--- src/rtl/branch_redirect_unit.sv ---
// branch_redirect_unit
// Picks the next-PC source and its redirect address. Fetch-side prediction uses
// a bimodal table of 2-bit saturating counters and a direct-mapped BTB. Execute-side
// resolution detects jumps and mispredicts and trains the predictor.
// Optional build macro: BRU_PERF_EN adds saturating branch and mispredict counters.
module branch_redirect_unit #(
    parameter int ENTRIES = 16,
    parameter int XLEN    = 32
) (
    input  logic            clk,
    input  logic            reset,
    input  logic            stall,
    input  logic [XLEN-1:0] pc_f,
    input  logic [XLEN-1:0] pc_e,
    input  logic [XLEN-1:0] target_e,
    input  logic            br_valid_e,
    input  logic            br_taken_e,
    input  logic            pred_taken_e,
    input  logic [XLEN-1:0] pred_target_e,
    input  logic            jump_e,
    output logic            pred_taken_f,
    output logic [XLEN-1:0] pred_target_f,
    output logic [2:0]      pc_src,
    output logic [XLEN-1:0] redirect_pc
`ifdef BRU_PERF_EN
    ,
    output logic [31:0]     branch_cnt,
    output logic [31:0]     mispredict_cnt
`endif
);

    localparam int IDX   = $clog2(ENTRIES);
    localparam int TAG_W = XLEN - IDX - 2;

    localparam logic [2:0] SRC_SEQ      = 3'b000;
    localparam logic [2:0] SRC_PREDICT  = 3'b001;
    localparam logic [2:0] SRC_JUMP     = 3'b010;
    localparam logic [2:0] SRC_MISP_TK  = 3'b011;
    localparam logic [2:0] SRC_HOLD     = 3'b100;
    localparam logic [2:0] SRC_MISP_NT  = 3'b101;

    function automatic logic [1:0] ctr_inc(input logic [1:0] c);
        return (c == 2'b11) ? c : c + 2'b01;
    endfunction

    function automatic logic [1:0] ctr_dec(input logic [1:0] c);
        return (c == 2'b00) ? c : c - 2'b01;
    endfunction

    // Predictor state: valid bits and counters are control, tags and targets are data.
    logic [ENTRIES-1:0] valid_q;
    logic [1:0]         ctr_q    [ENTRIES];
    logic [TAG_W-1:0]   tag_q    [ENTRIES];
    logic [XLEN-1:0]    target_q [ENTRIES];

    logic [IDX-1:0]   idx_f, idx_e;
    logic [TAG_W-1:0] tag_f, tag_e;
    logic             hit_f, hit_e;
    logic             mispredict;
    logic             train_jump, train_br, write_entry;
    logic [1:0]       ctr_new;
    logic             unused_pc_lsbs;

    assign idx_f = pc_f[IDX+1:2];
    assign tag_f = pc_f[XLEN-1:IDX+2];
    assign idx_e = pc_e[IDX+1:2];
    assign tag_e = pc_e[XLEN-1:IDX+2];

    // Word-aligned PCs: the two low bits never take part in indexing or tagging.
    assign unused_pc_lsbs = ^{pc_f[1:0], pc_e[1:0]};

    assign hit_f = valid_q[idx_f] && (tag_q[idx_f] == tag_f);
    assign hit_e = valid_q[idx_e] && (tag_q[idx_e] == tag_e);

    // Lookups read the pre-update contents, so training shows up one cycle later.
    assign pred_taken_f  = !reset && !stall && hit_f && ctr_q[idx_f][1];
    assign pred_target_f = target_q[idx_f];

    // A taken branch with the wrong predicted target is also a mispredict.
    assign mispredict = br_valid_e &&
                        ((br_taken_e != pred_taken_e) ||
                         (br_taken_e && (pred_target_e != target_e)));

    // Next-PC select: EX jump, then EX mispredict, then hold, then fetch prediction.
    always_comb begin
        pc_src      = SRC_SEQ;
        redirect_pc = '0;
        if (reset) begin
            pc_src      = SRC_SEQ;
            redirect_pc = '0;
        end else if (jump_e) begin
            pc_src      = SRC_JUMP;
            redirect_pc = target_e;
        end else if (mispredict) begin
            if (br_taken_e) begin
                pc_src      = SRC_MISP_TK;
                redirect_pc = target_e;
            end else begin
                pc_src      = SRC_MISP_NT;
                redirect_pc = pc_e + XLEN'(4);
            end
        end else if (stall) begin
            pc_src      = SRC_HOLD;
            redirect_pc = '0;
        end else if (pred_taken_f) begin
            pc_src      = SRC_PREDICT;
            redirect_pc = pred_target_f;
        end
    end

    assign train_jump  = jump_e && !stall;
    assign train_br    = br_valid_e && !stall && !jump_e;
    assign write_entry = train_jump || (train_br && br_taken_e);

    // Counter value written back for the EX-indexed entry; a tag miss restarts it weakly.
    always_comb begin
        ctr_new = ctr_q[idx_e];
        if (train_jump) begin
            ctr_new = 2'b11;
        end else if (hit_e) begin
            ctr_new = br_taken_e ? ctr_inc(ctr_q[idx_e]) : ctr_dec(ctr_q[idx_e]);
        end else begin
            ctr_new = br_taken_e ? 2'b10 : 2'b01;
        end
    end

    // Valid bits and counters: cleared to weakly-not-taken on reset, trained from EX.
    always_ff @(posedge clk or posedge reset) begin
        if (reset) begin
            valid_q <= '0;
            for (int i = 0; i < ENTRIES; i++) begin
                ctr_q[i] <= 2'b01;
            end
        end else begin
            if (train_jump || train_br) begin
                ctr_q[idx_e] <= ctr_new;
            end
            if (write_entry) begin
                valid_q[idx_e] <= 1'b1;
            end else if (train_br && !hit_e) begin
                valid_q[idx_e] <= 1'b0;
            end
        end
    end

    // BTB tag and target capture on taken branches and jumps.
    always_ff @(posedge clk) begin
        if (write_entry) begin
            tag_q[idx_e]    <= tag_e;
            target_q[idx_e] <= target_e;
        end
    end

`ifdef BRU_PERF_EN
    function automatic logic [31:0] cnt_sat_inc(input logic [31:0] c);
        return (c == 32'hFFFF_FFFF) ? c : c + 32'd1;
    endfunction

    // Event counters for trained branches and detected mispredicts, frozen during stall.
    always_ff @(posedge clk or posedge reset) begin
        if (reset) begin
            branch_cnt     <= '0;
            mispredict_cnt <= '0;
        end else if (!stall) begin
            if (br_valid_e) begin
                branch_cnt <= cnt_sat_inc(branch_cnt);
            end
            if (mispredict) begin
                mispredict_cnt <= cnt_sat_inc(mispredict_cnt);
            end
        end
    end
`endif

endmodule
--- config.mk ---
export PLATFORM = sky130hd
export DESIGN_NAME = branch_redirect_unit
export DESIGN_NICKNAME = d
export VERILOG_FILES = /design/src/rtl/branch_redirect_unit.sv
export SDC_FILE = /design/constraint.sdc
export NUM_CORES = 1
export LEC_CHECK = 0
export ABC_AREA = 1
export CAP_MARGIN = 20
export CELL_PAD_IN_SITES_DETAIL_PLACEMENT = 0
export CELL_PAD_IN_SITES_GLOBAL_PLACEMENT = 2
export CORE_MARGIN = 2
export CORE_UTILIZATION = 36
export CTS_CLUSTER_DIAMETER = 30
export DETAILED_ROUTE_END_ITERATION = 6
export PLACE_DENSITY_LB_ADDON = 0.1
export SLEW_MARGIN = 15
export SYNTH_ARGS = -nofsm -noshare
export SYNTH_HDL_FRONTEND = slang
export SYNTH_SLANG_ARGS = --single-unit
--- constraint.sdc ---
create_clock -name clk -period 2.7 [get_ports clk]
set_clock_uncertainty 0.15 [all_clocks]
set_input_delay 0.27 -clock clk [delete_from_list [all_inputs] [get_ports clk]]
set_output_delay 0.27 -clock clk [all_outputs]
set_load 0.005 [all_outputs]
# Word level (Yosys, flattened, before mapping)
# Memories as Yosys holds them, arrays and structs flattened.
# Index checks and enable logic that the tools add are counted.
[word_totals]
word_cells = 98
ff_bits = 48
rom_bits = 0
inputBits = 135
ram_bits = 928
out_inout_bits = 68
latchBits = 0
mem_count = 2
[mem_list]
columns = ["memory", "depth", "word_bits", "rd", "rd_ports_with_merged_regs", "wr", "line", "source"]
rows = [
  ["target_q", 16, 32, 1, 0, 1, "54", "logic [XLEN-1:0] target_q [ENTRIES];"],
  ["tag_q", 16, 26, 2, 0, 1, "53", "logic [TAG_W-1:0] tag_q [ENTRIES];"],
]
[classes]
n_eq_ne = 5
shift = 0
n_div = 0
order_cmp = 6
bitwise_logic = 5
n_reduce_logical = 23
muxes = 37
multipliers = 0
add_sub_neg = 3
[op_table]
columns = ["operator", "n"]
rows = [
  ["$mux W32", 6],
  ["$eq A26 B26 Y1", 2],
  ["$add A32 B3 Y32 const B", 1],
  ["$bwmux W32", 1],
  ["$mux W16", 2],
  ["$ne A32 B32 Y1", 1],
  ["$mux W2", 11],
  ["$and A16 B16 Y16", 1],
  ["$bmux W2 S4", 2],
  ["$not A16 Y16", 1],
  ["$or A16 B16 Y16", 1],
  ["$mux W3", 5],
  ["$logic_and A1 B1 Y1", 14],
  ["$ge A5 B5 Y1 const B", 2],
  ["$lt A4 B5 Y1 const B", 2],
  ["$not A4 Y5", 2],
  ["$bmux W1 S4", 2],
  ["$demux W2 S4", 1],
  ["$mux W1", 6],
  ["$lt A5 B1 Y1 const B", 1],
  ["$demux W1 S4", 1],
  ["$ge A4 B1 Y1 const B", 1],
  ["$logic_not A1 Y1", 4],
  ["$logic_or A1 B1 Y1", 3],
  ["other kinds (6)", 6],
]

# Depth between registers and ports, before layout
# Gate-level depths: netlist of run 1.
[logic_depth]
depth_word = 10
depth_mapped = 23
depth_no_buf = 20

# Least setup slack after synthesis of run 1
# Ideal clock, no wire load.
[synth_path]
kind = "input-to-reg"
start = "in pc_e[2]"
end = "mem tag_q[0][0] (netlist name), enable pin"
t_arrival_ns = 3.871
stages = 10
setup_slack_ns = -1.795
setup_ns = 0.474
required_time_ns = 2.076
path_buffers = 4
cell_sequence = "buf_6 > inv_4 > buf_6 > buf_2 > buf_2 > ha_1 > inv_1 > nor2_1 > nand2_1 > nor2_1"
[synth_rtl]
columns = ["element", "line", "source"]
rows = [
  ["start: declaration", "14", "input logic [XLEN-1:0] pc_e,"],
  ["end: declaration", "53", ""],
]
# Straight into the memory's write port.

==> reports/metrics.yaml, run 1 <==
logic_synthesis:
  synthArstFlopShare: 0.0492
  synth_cell_type_count: 40
  synth-main-ff-cell: "edfxtp_1"
  syn_area_mm2: 0.0479
  synth_enable_flop_cells: 928
  syn_avg_cell_area_um2: 9.44
  synth_nets: 5212
  yosysSeqAreaShare: 0.607
  yosys_register_bits: 976
  syn_inst: 5073
  ys_warn_count: 0
worst_setup_path:
  timing.rr.end: "ctr_q[1]$_DFFE_PP0P_"
  critPathCapture: "redirect_pc[24]"
  start_kind: "register"
  rr_worst_depth: 24
  cpMaxStageDelayCell: "edfxtp_1"
  crit_path_end_kind: "output pin"
  crit_buf_inv: 4
  critical-path-top-delay-family: "simple AND/OR/NAND/NOR gates"
  cpPeakStageDelay_ns: 0.38
  critical_path.startpoint: "tag_q[4][24]$_DFFE_PP_"
  path_depth: 14
  r2r_slack_ns: -0.22
  required_ns: 2.28
  cp.arrival_ns: 3.20
  r2r-start: "tag_q[9][1]$_DFFE_PP_"
  worstPathMaxFanout: 7
  crit_type: "register to output pin"
  path_cells: "o211ai_1, nand3_1, nand3_1, nand3b_1, nand2_2, buf_6, nand3_2, nand3b_1, buf_6, nor2_4, buf_12, nand3_4, a21oi_4, buf_2"
drt:
  num_vias: 42610
  first_pass_iters: 5
  ant_nets: 0
  drc_errors: 0
  drt-total-wl_um: 203000
  first_iter_violations: 3287
  wl_per_cell_um: 24.9
  vias_per_cell: 5.23
place:
  gp_congestion: 0.880
  place.port_buffers: 200
  dp_cells: 7558
  preCtsSetupSlack_ns: -1.47
  dpl.hpwl_um: 132000
final_layout:
  layout.cells.non_filler: 8142
  multiInputGateArea_mm2: 0.0172
  fillCellCount: 11751
  seq_area_mm2: 0.0291
  area_growth_pct: 49.4
  final_util: 0.543
  nets: 6311
  drive_gt1_frac: 0.285
global_route:
  gr-total-overflow: 0
  grt_usage: 0.293
  grt_pass1_vias: 41618
  antenna_found_initial: 4
  grt_pass1_wl_um: 289000
  grt_max_degree: 65
pwr:
  internal_power_uw: 40700
  pwr-share-clk: 0.567
  p_sw_frac: 0.243
  p_comb_frac: 0.112
  ir_drop_uv: 630
  p_per_area_mw_per_mm2: 751
  pwr-share-seq: 0.321
  p_sw_uw: 13100
  power_leakage_uw: 0.0295
hold_path:
  hp-start: "pc_e[9]"
  hold_path.class: "input port to register"
  worstHoldPathCells: 2
floorplan:
  dieArea_mm2: 0.136
  rows: 133
  top_level_ports: 203
  initial_core_util: 0.363
  fp.dieH_um: 369
  fp.dieW_um: 369
  core-area_mm2: 0.132
clock_tree:
  cts_tree: "yes"
  path_clk_slew_ns: 0.04
  htreeDepth: 4
  clock-root-buffer: "clkbuf_16"
  numCtsBuffers: 238
  clock_path_buffers: 3
  cts_sinks: 976
  clk_latency_ns: 0.84
sta:
  drv_slew: 0
  maxSlewHeadroom: 0.381
  finalSetupViolCount: 83
  fin_setup_tns_ns: -34.06
  fmax_ghz: 0.276
  period_share: 1.34
  fin_ws_ns: -0.922
  tightestPinTransition_ns: 0.920
  rsz0062_at_grt: "true"
  hold_viol: 0
  hold_slack_ns: 0.0563
  period_minus_slack_ns: 3.62
status:
  violations: "negative setup slack"
  outcome: "finished with violations"
flow_run:
  maxCapViolCount: 0
==> metal layers <==
layer / GRT usage / share of wire / up-vias
li1: - / - / 19888
met1: 0.383 / 0.42 / 20849
met2: 0.490 / 0.48 / 1526
met3: 0.0482 / 0.062 / 345
met4: 0.107 / 0.037 / 2
met5: 0 / 0.000064 / -
==> state kept, by name, indices dropped and copies added (netlist names), named ones only <==
register,cells
tag_q,416
ctr_q,32
target_q,512
==> layout make-up <==
type | instances | area share
flip-flops and latches | 976 | 0.406
inverters | 449 | 0.0241
repair inverters | 1 | 0.000122
diodes | 2 | 0.0000699
clock buffers | 275 | 0.0864
multi-input cells | 3329 | 0.240
clock inverters | 178 | 0.0344
well taps | 1755 | 0.0307
repair buffers | 1177 | 0.177
==> power groups by stage <==
| stage | clock, µW | sequential [µW] | combinational [µW] |
|---|---|---|---|
| after floorplan | 0 | 17500 | 2250 |
| after global placement | 0 | 17500 | 5340 |
| after detailed placement | 0 | 17500 | 5330 |
| after CTS | 30800 | 17200 | 5780 |
| after global routing | 31600 | 17300 | 6440 |
| final | 30500 | 17200 | 6010 |
==> metrics by stage <==
| step | total power (µW) | instance area (µm²) |
|---|---|---|
| floorplan | 19700 | 48000 |
| global placement | 22800 | 59500 |
| detailed placement | 22800 | 59500 |
| CTS | 53800 | 70300 |
| global route | 55300 | 71600 |
| finish | 53700 | 71600 |
==> cells in the final DEF (no fill, tap or decap), drive strengths merged, types with 50 or more instances in the layout <==
master / Yosys / routed
a21oi: 165 / 165
clkbuf: 152 / 287
o221ai: 89 / 89
edfxtp: 928 / 928
nand3: 396 / 396
nor2: 565 / 565
o21ai: 518 / 518
clkinv: 0 / 93
buf: 167 / 994
inv: 449 / 459
clkdlybuf4s50: 0 / 62
o211ai: 169 / 169
bufinv: 0 / 50
nand2: 1244 / 1244
==> kinds of logic (layout without fill, tap and decap cells) <==
family,Yosys count,count (layout),share of synthesized area
other,0,2,0
adder cells (fa/ha/maj),4,4,0.00105
XOR/XNOR,22,22,0.00402
AO/OA/AOI/OAI,998,998,0.122
AND/OR/NAND/NOR,2305,2305,0.197
flip-flops,976,976,0.607
buffers and inverters,768,2080,0.0685
==> Yosys cell counts (4+ instances only) <==
cell      instances  area [µm²]
a21oi_1         165         826
buf_1            16        60.1
buf_2           108         541
buf_4            20         150
buf_6            20         225
clkbuf_1        152         571
dfrtp_1          32         801
dfstp_2          16         420
edfxtp_1        928       27900
ha_1              4        50.1
inv_1           444        1670
inv_2             4        15.0
nand2_1        1230        4620
nand2_2          12        75.1
nand3_1         395        1980
nand3b_1         13        97.6
nand4_1          24         150
nor2_1          562        2110
nor3_1           33         165
nor4_1           10        62.6
o211ai_1        169        1270
o21ai_0         499        2500
o21ai_1          19        95.1
o221ai_1         89         780
o22ai_1          47         294
o31ai_1           7        52.6
or2_2            17         106
xor2_1           21         184
==> what timing repair did <==
item | in CTS | in global routing
hold buffers | 15 | 19
buffers inserted | 55 | 29
pin swaps | 194 | 179
gates cloned | 23 | 2
endpoints found under the hold margin | 204 | 288
setup endpoints to repair | 116 | 105
resized for setup | 648 | 336
==> worst min path at each step <==
stage	end	slack, ns
finish	tag_q[0][3]$_DFFE_PP_	0.06
global route	tag_q[0][3]$_DFFE_PP_	0.02
CTS	tag_q[0][3]$_DFFE_PP_	0.006
detailed placement	ctr_q[4]$_DFFE_PP1P_	0.30
global placement	ctr_q[4]$_DFFE_PP1P_	0.30
floorplan	tag_q[0][0]$_DFFE_PP_	0.22
Power figures use the tool's default switching activity.
==> run 2: changes to the inputs <==
Settings changed: CTS_CLUSTER_SIZE set to 28.
==> results of run 2 <==
Same layout as run 1: the final DEF is identical, and so are final timing and power.
